===== config.mk =====
export PLATFORM = sky130hd
export DESIGN_NAME = fetch_stage_flat
export DESIGN_NICKNAME = d
export VERILOG_FILES = /design/src/rtl/fetch_stage_if.sv /design/src/rtl/fetch_stage.sv /design/src/flat_wrapper.sv
export SDC_FILE = /design/constraint.sdc
export NUM_CORES = 1
export LEC_CHECK = 0
export ABC_AREA = 1
export CAP_MARGIN = 20
export CORE_MARGIN = 2
export CORE_UTILIZATION = 45
export CTS_BUF_LIST = sky130_fd_sc_hd__clkbuf_8
export DETAILED_ROUTE_END_ITERATION = 12
export PLACE_DENSITY = 0.77
export SLEW_MARGIN = 20
export SYNTH_ARGS = -nofsm -noshare
export SYNTH_HDL_FRONTEND = slang
export SYNTH_SLANG_ARGS = --single-unit

===== constraint.sdc =====
create_clock -name clock -period 10.2 [get_ports clock]
set_clock_uncertainty 0.05 [all_clocks]
set_input_delay 2.04 -clock clock [delete_from_list [all_inputs] [get_ports clock]]
set_output_delay 2.04 -clock clock [all_outputs]
set_load 0.005 [all_outputs]

===== src/rtl/fetch_stage_if.sv =====
// Instruction-memory bus and IF/ID pipeline register outputs of the fetch stage.
// The master side is the fetch stage; the slave side is the instruction memory and decode.
interface fetch_stage_if;
    logic [31:0] imem_addr;
    logic [31:0] imem_rdata;
    logic [31:0] if_id_instr;
    logic [31:0] if_id_pc4;
    logic        if_id_valid;

    modport master (
        output imem_addr,
        input  imem_rdata,
        output if_id_instr,
        output if_id_pc4,
        output if_id_valid
    );

    modport slave (
        input  imem_addr,
        output imem_rdata,
        input  if_id_instr,
        input  if_id_pc4,
        input  if_id_valid
    );
endinterface


===== src/rtl/fetch_stage.sv =====
// Instruction-fetch stage with IF/ID pipeline register.
// Handles branch/JR/jump redirects, decode stalls and a HALT opcode that stops fetch.
module fetch_stage #(
    parameter logic [31:0] RESET_PC    = 32'h0000_0000,
    parameter logic [5:0]  HALT_OPCODE = 6'b111111
) (
    input  logic                clock,
    input  logic                reset,
    fetch_stage_if.master       bus,
    input  logic                stall,
    input  logic                jump,
    input  logic [25:0]         jump_index,
    input  logic                jump_reg,
    input  logic [31:0]         jr_addr,
    input  logic                branch_taken,
    input  logic [31:0]         branch_pc4,
    input  logic [15:0]         branch_offset,
    input  logic                halt_retired,
    output logic                halted,
    output logic [31:0]         fetch_count
);

    typedef enum logic [1:0] {RUN, HALT_WAIT, HALTED} state_t;

    state_t      state_q, state_d;
    logic [31:0] pc_q, pc_d;
    logic [31:0] instr_q, instr_d;
    logic [31:0] pc4_q, pc4_d;
    logic        valid_q, valid_d;
    logic        halted_q, halted_d;
    logic [31:0] count_q, count_d;

    logic        redirect;
    logic [31:0] redirect_target;
    logic [31:0] pc_plus4;

    assign pc_plus4 = pc_q + 32'd4;
    assign redirect = branch_taken | jump_reg | jump;

    // Oldest instruction wins: EX branch, then JR, then the ID-stage jump.
    always_comb begin
        if (branch_taken)
            redirect_target = branch_pc4 + {{14{branch_offset[15]}}, branch_offset, 2'b00};
        else if (jump_reg)
            redirect_target = jr_addr;
        else
            redirect_target = {pc4_q[31:28], jump_index, 2'b00};
    end

    always_comb begin
        state_d  = state_q;
        pc_d     = pc_q;
        instr_d  = instr_q;
        pc4_d    = pc4_q;
        valid_d  = valid_q;
        halted_d = halted_q;
        count_d  = count_q;

        case (state_q)
            RUN: begin
                if (redirect) begin
                    pc_d    = redirect_target;
                    instr_d = 32'h0;
                    pc4_d   = 32'h0;
                    valid_d = 1'b0;
                end else if (!stall) begin
                    instr_d = bus.imem_rdata;
                    pc4_d   = pc_plus4;
                    valid_d = 1'b1;
                    pc_d    = pc_plus4;
                    count_d = count_q + 32'd1;
                    if (bus.imem_rdata[31:26] == HALT_OPCODE)
                        state_d = HALT_WAIT;
                end
            end
            HALT_WAIT: begin
                // A redirect here means the HALT was on a mispredicted path.
                if (redirect) begin
                    pc_d    = redirect_target;
                    instr_d = 32'h0;
                    pc4_d   = 32'h0;
                    valid_d = 1'b0;
                    state_d = RUN;
                end else if (halt_retired) begin
                    instr_d  = 32'h0;
                    pc4_d    = 32'h0;
                    valid_d  = 1'b0;
                    halted_d = 1'b1;
                    state_d  = HALTED;
                end else if (!stall) begin
                    instr_d = 32'h0;
                    pc4_d   = 32'h0;
                    valid_d = 1'b0;
                end
            end
            default: begin
                instr_d = 32'h0;
                pc4_d   = 32'h0;
                valid_d = 1'b0;
            end
        endcase
    end

    always_ff @(posedge clock or posedge reset) begin
        if (reset) begin
            state_q  <= RUN;
            pc_q     <= RESET_PC;
            instr_q  <= 32'h0;
            pc4_q    <= 32'h0;
            valid_q  <= 1'b0;
            halted_q <= 1'b0;
            count_q  <= 32'h0;
        end else begin
            state_q  <= state_d;
            pc_q     <= pc_d;
            instr_q  <= instr_d;
            pc4_q    <= pc4_d;
            valid_q  <= valid_d;
            halted_q <= halted_d;
            count_q  <= count_d;
        end
    end

    assign bus.imem_addr   = pc_q;
    assign bus.if_id_instr = instr_q;
    assign bus.if_id_pc4   = pc4_q;
    assign bus.if_id_valid = valid_q;
    assign halted          = halted_q;
    assign fetch_count     = count_q;

endmodule


===== src/flat_wrapper.sv =====
// flat-port wrapper written by rule: the top's interface ports become plain ports
module fetch_stage_flat 
#(
    parameter logic [31:0] RESET_PC    = 32'h0000_0000,
    parameter logic [5:0]  HALT_OPCODE = 6'b111111
)
  (clock, reset, stall, jump, jump_index, jump_reg, jr_addr, branch_taken, branch_pc4, branch_offset, halt_retired, halted, fetch_count, bus_imem_addr, bus_imem_rdata, bus_if_id_instr, bus_if_id_pc4, bus_if_id_valid);
  fetch_stage_if bus_i ();
  input  logic clock;
  input  logic reset;
  input  logic stall;
  input  logic jump;
  input  logic [25:0] jump_index;
  input  logic jump_reg;
  input  logic [31:0] jr_addr;
  input  logic branch_taken;
  input  logic [31:0] branch_pc4;
  input  logic [15:0] branch_offset;
  input  logic halt_retired;
  output logic halted;
  output logic [31:0] fetch_count;
  output wire logic [$bits(bus_i.imem_addr)-1:0] bus_imem_addr;
  input wire logic [$bits(bus_i.imem_rdata)-1:0] bus_imem_rdata;
  output wire logic [$bits(bus_i.if_id_instr)-1:0] bus_if_id_instr;
  output wire logic [$bits(bus_i.if_id_pc4)-1:0] bus_if_id_pc4;
  output wire logic [$bits(bus_i.if_id_valid)-1:0] bus_if_id_valid;
  assign bus_imem_addr = bus_i.imem_addr;
  assign bus_i.imem_rdata = bus_imem_rdata;
  assign bus_if_id_instr = bus_i.if_id_instr;
  assign bus_if_id_pc4 = bus_i.if_id_pc4;
  assign bus_if_id_valid = bus_i.if_id_valid;
  fetch_stage #(.RESET_PC(RESET_PC), .HALT_OPCODE(HALT_OPCODE)) u_core (.clock(clock), .reset(reset), .bus(bus_i), .stall(stall), .jump(jump), .jump_index(jump_index), .jump_reg(jump_reg), .jr_addr(jr_addr), .branch_taken(branch_taken), .branch_pc4(branch_pc4), .branch_offset(branch_offset), .halt_retired(halt_retired), .halted(halted), .fetch_count(fetch_count));
endmodule

==> flow_results.xml, run 1 <==
<?xml version="1.0" encoding="UTF-8"?>
<metrics>
  <group name="placement">
    <metric name="globalplace.congestion" unit="">1.01</metric>
    <metric name="place.detailed.instances" unit="">1807</metric>
    <metric name="place.detailed.hpwl" unit="µm">24500</metric>
    <metric name="placedInstanceArea" unit="µm²">12100</metric>
    <metric name="place.port_buffers" unit="">274</metric>
  </group>
  <group name="floorplanning">
    <metric name="design.portCount" unit="">275</metric>
    <metric name="row_count" unit="">52</metric>
    <metric name="die_height" unit="µm">146</metric>
    <metric name="initial_utilization" unit="">0.455</metric>
    <metric name="core" unit="µm²">20000</metric>
    <metric name="floorplan.die.width" unit="µm">146</metric>
    <metric name="die_outline_area" unit="µm²">21400</metric>
  </group>
  <group name="timing">
    <metric name="grt_setup_unrepaired" unit="">false</metric>
    <metric name="period_share" unit="">0.429</metric>
    <metric name="fin_worst_hold_slack" unit="ns">0.418</metric>
    <metric name="tightest_slew" unit="ns">0.978</metric>
    <metric name="finalSetupViolCount" unit="">0</metric>
    <metric name="slew_viol_final" unit="">0</metric>
    <metric name="maxSlewHeadroom" unit="">0.348</metric>
    <metric name="finalWorstPathRequiredPeriod" unit="ns">4.38</metric>
    <metric name="fin_tns_setup" unit="ns">0</metric>
    <metric name="max_freq" unit="GHz">0.228</metric>
    <metric name="hold_viol" unit="">0</metric>
  </group>
  <group name="logic_synthesis">
    <metric name="yosys_most_used_dff" unit="">sky130_fd_sc_hd__dfrtp_1</metric>
    <metric name="postSynthAreaPerCell" unit="µm²">7.04</metric>
    <metric name="synth_enable_flop_cells" unit="">0</metric>
    <metric name="syn-instance-count" unit="">1297</metric>
    <metric name="number_of_distinct_library_cells_after_synthesis" unit="">41</metric>
    <metric name="syn_warnings" unit="">0</metric>
    <metric name="ys_ff_latch" unit="">132</metric>
    <metric name="mappedNetlistArea" unit="µm²">9130</metric>
    <metric name="synthesis.nets" unit="">1474</metric>
    <metric name="yosysSeqAreaShare" unit="">0.362</metric>
    <metric name="asyncSetResetFlopFracSynth" unit="">1.00</metric>
  </group>
  <group name="clock_tree">
    <metric name="ctsLongestPathBuffers" unit="">2</metric>
    <metric name="post_cts_buffers" unit="">0</metric>
    <metric name="htree_num_levels" unit="">4</metric>
    <metric name="cts.root.buffer_cell" unit="">sky130_fd_sc_hd__clkbuf_8</metric>
    <metric name="clock_tree_from_tritoncts" unit="">built</metric>
    <metric name="hold_buffers" unit="">0</metric>
    <metric name="cts.sinks" unit="">132</metric>
    <metric name="path_clk_slew" unit="ns">0.09</metric>
    <metric name="cts_made_buffers" unit="">17</metric>
    <metric name="post_cts_resized" unit="">0</metric>
    <metric name="clock_insertion_delay_worst_skew" unit="ns">0.45</metric>
  </group>
  <group name="layout">
    <metric name="design.final.nets" unit="">1733</metric>
    <metric name="antenna_cells" unit="">0</metric>
    <metric name="drive_above_1_share" unit="">0.0440</metric>
    <metric name="final_cell_area" unit="µm²">12500</metric>
    <metric name="instances_no_fill" unit="">1839</metric>
    <metric name="syn_to_final_growth" unit="%">36.6</metric>
  </group>
  <group name="outcome">
    <metric name="result_of_the_run" unit="">finished, final reports clean</metric>
  </group>
  <group name="critical_path">
    <metric name="rr_endpoint" unit="">u_core.fetch_count[27]$_DFFE_PP0P_</metric>
    <metric name="crit_end" unit="">u_core.fetch_count[27]$_DFFE_PP0P_</metric>
    <metric name="worstSetupStartpointType" unit="">input pin</metric>
    <metric name="required" unit="ns">10.54</metric>
    <metric name="worst-r2r-cell-count" unit="">9</metric>
    <metric name="timing.critical_path.fanout_max" unit="">47</metric>
    <metric name="regToRegStartpoint" unit="">u_core.state_q[0]$_DFFE_PP0P_</metric>
    <metric name="crit_arrival" unit="ns">4.72</metric>
    <metric name="ws_path_type" unit="">in2reg</metric>
    <metric name="regToRegSetupSlack" unit="ns">7.79</metric>
    <metric name="timing.critical_path.to_type" unit="">flip-flop</metric>
    <metric name="crit_path_start" unit="">branch_taken</metric>
  </group>
  <group name="route">
    <metric name="post_drt_wl_per_cell" unit="µm">16.9</metric>
    <metric name="remaining_routing_drc_violations" unit="">0</metric>
    <metric name="postRouteWirelength" unit="µm">31000</metric>
    <metric name="vias" unit="">9794</metric>
    <metric name="routed_via_density" unit="">5.33</metric>
    <metric name="drt.antenna.violating_nets" unit="">0</metric>
    <metric name="drt_iter0_markers" unit="">710</metric>
    <metric name="dr.pass1.iters" unit="">6</metric>
  </group>
  <group name="power">
    <metric name="leakage" unit="nW">6.01</metric>
    <metric name="power.ir.vdd_worst" unit="mV">0.0662</metric>
    <metric name="total_power" unit="mW">1.35</metric>
    <metric name="power_density" unit="nW/µm²">109</metric>
  </group>
  <group name="global_route">
    <metric name="grt_resource_usage_total" unit="">0.288</metric>
    <metric name="grt_overflow_total" unit="">0</metric>
    <metric name="grt_start_max_net_pins" unit="">79</metric>
    <metric name="number_of_global_route_vias_before_repair" unit="">9327</metric>
    <metric name="grt_first_pass_wirelength" unit="µm">49400</metric>
    <metric name="number_of_antenna_violations_at_the_first_check_in_global_routing" unit="">0</metric>
  </group>
  <group name="run">
    <metric name="max_cap_violations" unit="">0</metric>
  </group>
  <group name="min_path">
    <metric name="min_path_type" unit="">reg2reg</metric>
  </group>
</metrics>
cell type report:
| type | count | area (µm²) |
|---|---|---|
| Tap cell | 270 | 338 |
| Timing Repair Buffer | 281 | 2790 |
| Clock inverter | 14 | 141 |
| Fill cell | 1889 | 7570 |
| Inverter | 166 | 626 |
| Clock buffer | 18 | 248 |
| Multi-Input combinational cell | 958 | 5020 |
| Sequential cell | 132 | 3300 |
worst min-delay path by stage:
stage,end,slack [ns],startpoint,cells after the start
CTS,u_core.halted$_DFFE_PP0P_,0.42,u_core.halted$_DFFE_PP0P_,2
floorplan,u_core.halted$_DFFE_PP0P_,0.41,u_core.halted$_DFFE_PP0P_,2
detailed placement,u_core.halted$_DFFE_PP0P_,0.40,u_core.halted$_DFFE_PP0P_,2
global route,u_core.halted$_DFFE_PP0P_,0.45,u_core.halted$_DFFE_PP0P_,2
finish,u_core.halted$_DFFE_PP0P_,0.42,u_core.halted$_DFFE_PP0P_,2
global placement,u_core.halted$_DFFE_PP0P_,0.40,u_core.halted$_DFFE_PP0P_,2
cell usage after synthesis (13+ instances only):
| cell type | n | area share |
|---|---|---|
| sky130_fd_sc_hd__xor2_1 | 30 | 0.029 |
| sky130_fd_sc_hd__nor3_1 | 21 | 0.012 |
| sky130_fd_sc_hd__ha_1 | 31 | 0.042 |
| sky130_fd_sc_hd__xnor2_1 | 18 | 0.017 |
| sky130_fd_sc_hd__a32o_1 | 35 | 0.038 |
| sky130_fd_sc_hd__clkbuf_1 | 20 | 0.0082 |
| sky130_fd_sc_hd__a22oi_1 | 21 | 0.017 |
| sky130_fd_sc_hd__nand4_1 | 13 | 0.0089 |
| sky130_fd_sc_hd__nand3_1 | 102 | 0.056 |
| sky130_fd_sc_hd__inv_1 | 160 | 0.066 |
| sky130_fd_sc_hd__nor2_1 | 125 | 0.051 |
| sky130_fd_sc_hd__a21oi_1 | 55 | 0.030 |
| sky130_fd_sc_hd__nand2_1 | 395 | 0.16 |
| sky130_fd_sc_hd__buf_2 | 17 | 0.0093 |
| sky130_fd_sc_hd__o21ai_0 | 62 | 0.034 |
| sky130_fd_sc_hd__dfrtp_1 | 132 | 0.36 |
where the power goes:
group	internal [mW]	switching, mW	total (mW)
combinational	0.150	0.188	0.338
sequential	0.540	0.0342	0.574
clock	0.206	0.236	0.442
critical path: stages:
cell and delay, ns:
sky130_fd_sc_hd__clkdlybuf4s50_1 0.40, sky130_fd_sc_hd__buf_4 0.24, sky130_fd_sc_hd__inv_2 0.13, sky130_fd_sc_hd__nand2_4 0.09
sky130_fd_sc_hd__nor2_8 0.19, sky130_fd_sc_hd__nand2_2 0.12, sky130_fd_sc_hd__nor2_4 0.09, sky130_fd_sc_hd__buf_4 0.47
sky130_fd_sc_hd__nand2_1 0.26, sky130_fd_sc_hd__nor2_4 0.21, sky130_fd_sc_hd__nand4_2 0.14, sky130_fd_sc_hd__nor2_1 0.14
sky130_fd_sc_hd__xor2_1 0.15
logic make-up (layout without fill, tap and decap cells):
group / count (synthesis) / after routing / share of synthesized area
adder cells (fa/ha/maj): 32 / 32 / 0.0447
AO/OA/AOI/OAI: 196 / 196 / 0.140
buffers and inverters: 207 / 479 / 0.0883
XOR/XNOR: 48 / 48 / 0.0461
flip-flops: 132 / 132 / 0.362
AND/OR/NAND/NOR: 682 / 682 / 0.319
flip-flops by register name, summed over array words and instances (netlist names):
register / count
u_core.bus.if_id_valid: 1
u_core.bus.if_id_instr: 32
u_core.state_q: 2
u_core.bus.imem_addr: 32
u_core.halted: 1
u_core.bus.if_id_pc4: 32
u_core.fetch_count: 32
metal layers:
layer | routed length, µm | global-route usage
met1 | 13600 | 0.396
met2 | 14400 | 0.469
met3 | 2240 | 0.0475
met4 | 743 | 0.0864
met5 | 0 | 0
cells in the final DEF, fill, tap and decap left out, drive strengths merged, types with 8 or more instances in the layout:
cell,count
nand3,103
xnor2,18
xor2,30
ha,31
a32o,35
nand4,15
nor3,25
clkbuf,18
a22oi,21
a21oi,55
inv,173
clkdlybuf4s50,273
buf,8
nor2,131
a221oi,11
dfrtp,132
nand2,399
o21ai,62
per-stage QoR:
stage                util  setup slack, ns
CTS                 0.622             5.84
detailed placement  0.603             5.35
global placement    0.603             5.47
global route        0.622             5.67
finish              0.622             5.82
floorplan               -             4.58
No activity file was read; power rests on OpenSTA's default activity.
==> run 2, diff against run 1 <==
--- a/config.mk
+++ b/config.mk
@@ -11,7 +11,7 @@
 export CORE_UTILIZATION = 45
 export CTS_BUF_LIST = sky130_fd_sc_hd__clkbuf_8
 export DETAILED_ROUTE_END_ITERATION = 12
-export PLACE_DENSITY = 0.77
+export PLACE_DENSITY = 0.8
 export SLEW_MARGIN = 20
 export SYNTH_ARGS = -nofsm -noshare
 export SYNTH_HDL_FRONTEND = slang
==> constraint.sdc (replaced) <==
create_clock -name clock -period 3.8 [get_ports clock]
set_clock_uncertainty 0.05 [all_clocks]
set_input_delay 0.76 -clock clock [delete_from_list [all_inputs] [get_ports clock]]
set_output_delay 0.76 -clock clock [all_outputs]
set_load 0.005 [all_outputs]
==> flow_results.xml, run 2 (synthesis results as in run 1) <==
<?xml version="1.0" encoding="UTF-8"?>
<metrics>
  <group name="global_route">
    <metric name="met2_usage" unit="">0.461</metric>
    <metric name="grt_start_max_net_pins" unit="">133</metric>
    <metric name="grt_overflow_total" unit="">0</metric>
    <metric name="grt_most_used_layer" unit="">met2</metric>
    <metric name="grt_resource_usage_total" unit="">0.289</metric>
    <metric name="globalRouteMet1Util" unit="">0.414</metric>
    <metric name="groute.layer.met3.usage" unit="">0.0347</metric>
    <metric name="number_of_global_route_vias_before_repair" unit="">9249</metric>
    <metric name="number_of_antenna_violations_at_the_first_check_in_global_routing" unit="">0</metric>
    <metric name="grt_first_pass_wirelength" unit="µm">49200</metric>
  </group>
  <group name="clock_tree">
    <metric name="clock_insertion_delay_worst_skew" unit="ns">0.46</metric>
    <metric name="clock_tree_from_tritoncts" unit="">built</metric>
    <metric name="cts_made_buffers" unit="">17</metric>
    <metric name="post_cts_buffers" unit="">0</metric>
    <metric name="post_cts_resized" unit="">0</metric>
    <metric name="ctsLongestPathBuffers" unit="">2</metric>
    <metric name="path_clk_slew" unit="ns">0.09</metric>
    <metric name="cts.root.buffer_cell" unit="">sky130_fd_sc_hd__clkbuf_8</metric>
    <metric name="htree_num_levels" unit="">4</metric>
    <metric name="hold_buffers" unit="">0</metric>
    <metric name="cts.sinks" unit="">132</metric>
  </group>
  <group name="placement">
    <metric name="place.detailed.hpwl" unit="µm">25300</metric>
    <metric name="globalplace.congestion" unit="">0.932</metric>
    <metric name="place.port_buffers" unit="">274</metric>
  </group>
  <group name="route">
    <metric name="drt_iter0_markers" unit="">907</metric>
    <metric name="postRouteWirelength" unit="µm">31600</metric>
    <metric name="drt.antenna.violating_nets" unit="">0</metric>
    <metric name="remaining_routing_drc_violations" unit="">0</metric>
    <metric name="post_drt_wl_per_cell" unit="µm">17.1</metric>
    <metric name="routed_via_density" unit="">5.31</metric>
    <metric name="dr.pass1.iters" unit="">7</metric>
    <metric name="vias" unit="">9788</metric>
  </group>
  <group name="power">
    <metric name="power.sequential.fraction" unit="">0.427</metric>
    <metric name="power_switching" unit="mW">1.25</metric>
    <metric name="swShare" unit="">0.346</metric>
    <metric name="intPower" unit="mW">2.36</metric>
    <metric name="power_density" unit="nW/µm²">288</metric>
    <metric name="power.share.clock" unit="">0.319</metric>
    <metric name="leakage" unit="nW">6.04</metric>
    <metric name="power.ir.vdd_worst" unit="mV">0.179</metric>
    <metric name="pwr-share-comb" unit="">0.254</metric>
  </group>
  <group name="floorplanning">
    <metric name="core" unit="µm²">20000</metric>
    <metric name="initial_utilization" unit="">0.455</metric>
    <metric name="die_outline_area" unit="µm²">21400</metric>
    <metric name="row_count" unit="">52</metric>
    <metric name="design.portCount" unit="">275</metric>
    <metric name="floorplan.die.width" unit="µm">146</metric>
    <metric name="die_height" unit="µm">146</metric>
  </group>
  <group name="run">
    <metric name="max_cap_violations" unit="">0</metric>
  </group>
  <group name="critical_path">
    <metric name="timing.critical_path.max_delay_family" unit="">simple AND/OR/NAND/NOR gates</metric>
    <metric name="cp_slowest_stage_delay" unit="ns">0.74</metric>
    <metric name="ws_path_type" unit="">in2reg</metric>
    <metric name="regToRegSetupSlack" unit="ns">1.54</metric>
    <metric name="regToRegStartpoint" unit="">u_core.state_q[1]$_DFFE_PP0P_</metric>
    <metric name="crit_arrival" unit="ns">3.40</metric>
    <metric name="timing.critical_path.to_type" unit="">flip-flop</metric>
    <metric name="timing.critical_path.fanout_max" unit="">14</metric>
    <metric name="cp_slowest_cell" unit="">sky130_fd_sc_hd__clkdlybuf4s50_1</metric>
    <metric name="required" unit="ns">4.10</metric>
    <metric name="worstSetupStartpointType" unit="">input pin</metric>
    <metric name="crit_buf_inv" unit="">1</metric>
    <metric name="worst-r2r-cell-count" unit="">9</metric>
    <metric name="rr_endpoint" unit="">u_core.bus.imem_addr[18]$_DFFE_PP0P_</metric>
    <metric name="path_cells" unit="">clkdlybuf4s50_1 -&gt; ha_1 -&gt; nand2_1 -&gt; nor2_1 -&gt; nand2_1 -&gt; nor2_1 -&gt; nand2_1 -&gt; nand3_1 -&gt; nand2_1 -&gt; nand3_1 -&gt; nand2_1 -&gt; nand2_1 -&gt; nand2_1</metric>
    <metric name="cpMostUsedCell" unit="">sky130_fd_sc_hd__nand2_1</metric>
  </group>
  <group name="layout">
    <metric name="final_core_util" unit="">0.625</metric>
    <metric name="fillcell_total" unit="">1877</metric>
    <metric name="design.final.nets" unit="">1739</metric>
    <metric name="highest_count_cells_in_the_layout_ignoring_fill_and_taps" unit="">394 x sky130_fd_sc_hd__nand2_1, 273 x sky130_fd_sc_hd__clkdlybuf4s50_1, 159 x sky130_fd_sc_hd__inv_1, 132 x sky130_fd_sc_hd__dfrtp_1, 124 x sky130_fd_sc_hd__nor2_1</metric>
    <metric name="layout_commonest_cell" unit="">sky130_fd_sc_hd__nand2_1</metric>
    <metric name="drive_above_1_share" unit="">0.0476</metric>
    <metric name="syn_to_final_growth" unit="%">37.2</metric>
    <metric name="antenna_cells" unit="">0</metric>
  </group>
  <group name="timing">
    <metric name="finalSetupViolCount" unit="">0</metric>
    <metric name="tightest_slew" unit="ns">0.719</metric>
    <metric name="max_freq" unit="GHz">0.323</metric>
    <metric name="finalWorstPathRequiredPeriod" unit="ns">3.10</metric>
    <metric name="fin_tns_setup" unit="ns">0</metric>
    <metric name="period_share" unit="">0.815</metric>
    <metric name="grt_setup_unrepaired" unit="">false</metric>
    <metric name="slew_viol_final" unit="">0</metric>
    <metric name="hold_viol" unit="">0</metric>
    <metric name="maxSlewHeadroom" unit="">0.520</metric>
  </group>
  <group name="min_path">
    <metric name="hold_depth" unit="">1</metric>
    <metric name="holdPathEnd" unit="">u_core.fetch_count[31]$_DFFE_PP0P_</metric>
    <metric name="min-delay-start" unit="">u_core.fetch_count[31]$_DFFE_PP0P_</metric>
    <metric name="min_path_type" unit="">reg2reg</metric>
  </group>
  <group name="outcome">
    <metric name="result_of_the_run" unit="">finished, final reports clean</metric>
  </group>
</metrics>
[run 2: how the worst max path moves through the flow]
stage	start	to	slack [ns]	cells after the start
detailed placement	branch_offset[15]	u_core.bus.imem_addr[26]$_DFFE_PP0P_	0.28	13
global placement	branch_offset[15]	u_core.bus.imem_addr[26]$_DFFE_PP0P_	0.28	13
CTS	branch_offset[15]	u_core.bus.imem_addr[26]$_DFFE_PP0P_	0.75	13
global route	branch_offset[15]	u_core.bus.imem_addr[26]$_DFFE_PP0P_	0.50	13
finish	branch_offset[15]	u_core.bus.imem_addr[26]$_DFFE_PP0P_	0.70	13
floorplan	reset	u_core.bus.if_id_instr[0]$_DFFE_PP0P_	1.35	1
[run 2: metrics by stage]
stage               power, mW  setup slack, ns  instances  hold WS (ns)  area, µm²
floorplan                2.00             1.35       1297         0.407       9130
global placement         2.46            0.281       1813         0.410      12100
detailed placement       2.46            0.276       1813         0.406      12100
CTS                      3.60            0.754       1845         0.423      12500
global route             3.77            0.499       1845         0.455      12500
finish                   3.60            0.702       1845         0.419      12500
[run 2: per-layer routing]
metal  vias to the layer above  routed length, µm
met5                         -                  0
met4                         0                758
met3                        55               1930
met2                       373              14700
met1                      4579              14200
li1                       4781                  -
[run 2: layout make-up]
| class | instances | area, µm² | area share |
|---|---|---|---|
| multi-input combinational | 958 | 5020 | 0.401 |
| sequential | 132 | 3300 | 0.264 |
| timing repair buffer | 287 | 2850 | 0.227 |
| inverter | 166 | 627 | 0.0501 |
| tap | 270 | 338 | 0.0270 |
| clock buffer | 18 | 248 | 0.0198 |
| clock inverter | 14 | 135 | 0.0108 |
[run 2: worst reg2reg max path, delay by kind of cell (launching register included)]
| family | cells | cell delay (ns) |
|---|---|---|
| flops | 1 | 0.41 |
| buf+inv | 3 | 0.63 |
| compound gates | 2 | 0.60 |
| simple gates | 4 | 0.47 |
[run 2: power groups by stage]
stage	Clock, mW	Sequential, mW	Combinational (mW)
finish	1.15	1.54	0.917
CTS	1.16	1.53	0.907
floorplan	0	1.54	0.464
detailed placement	0	1.56	0.904
global route	1.22	1.54	1.01
global placement	0	1.56	0.897
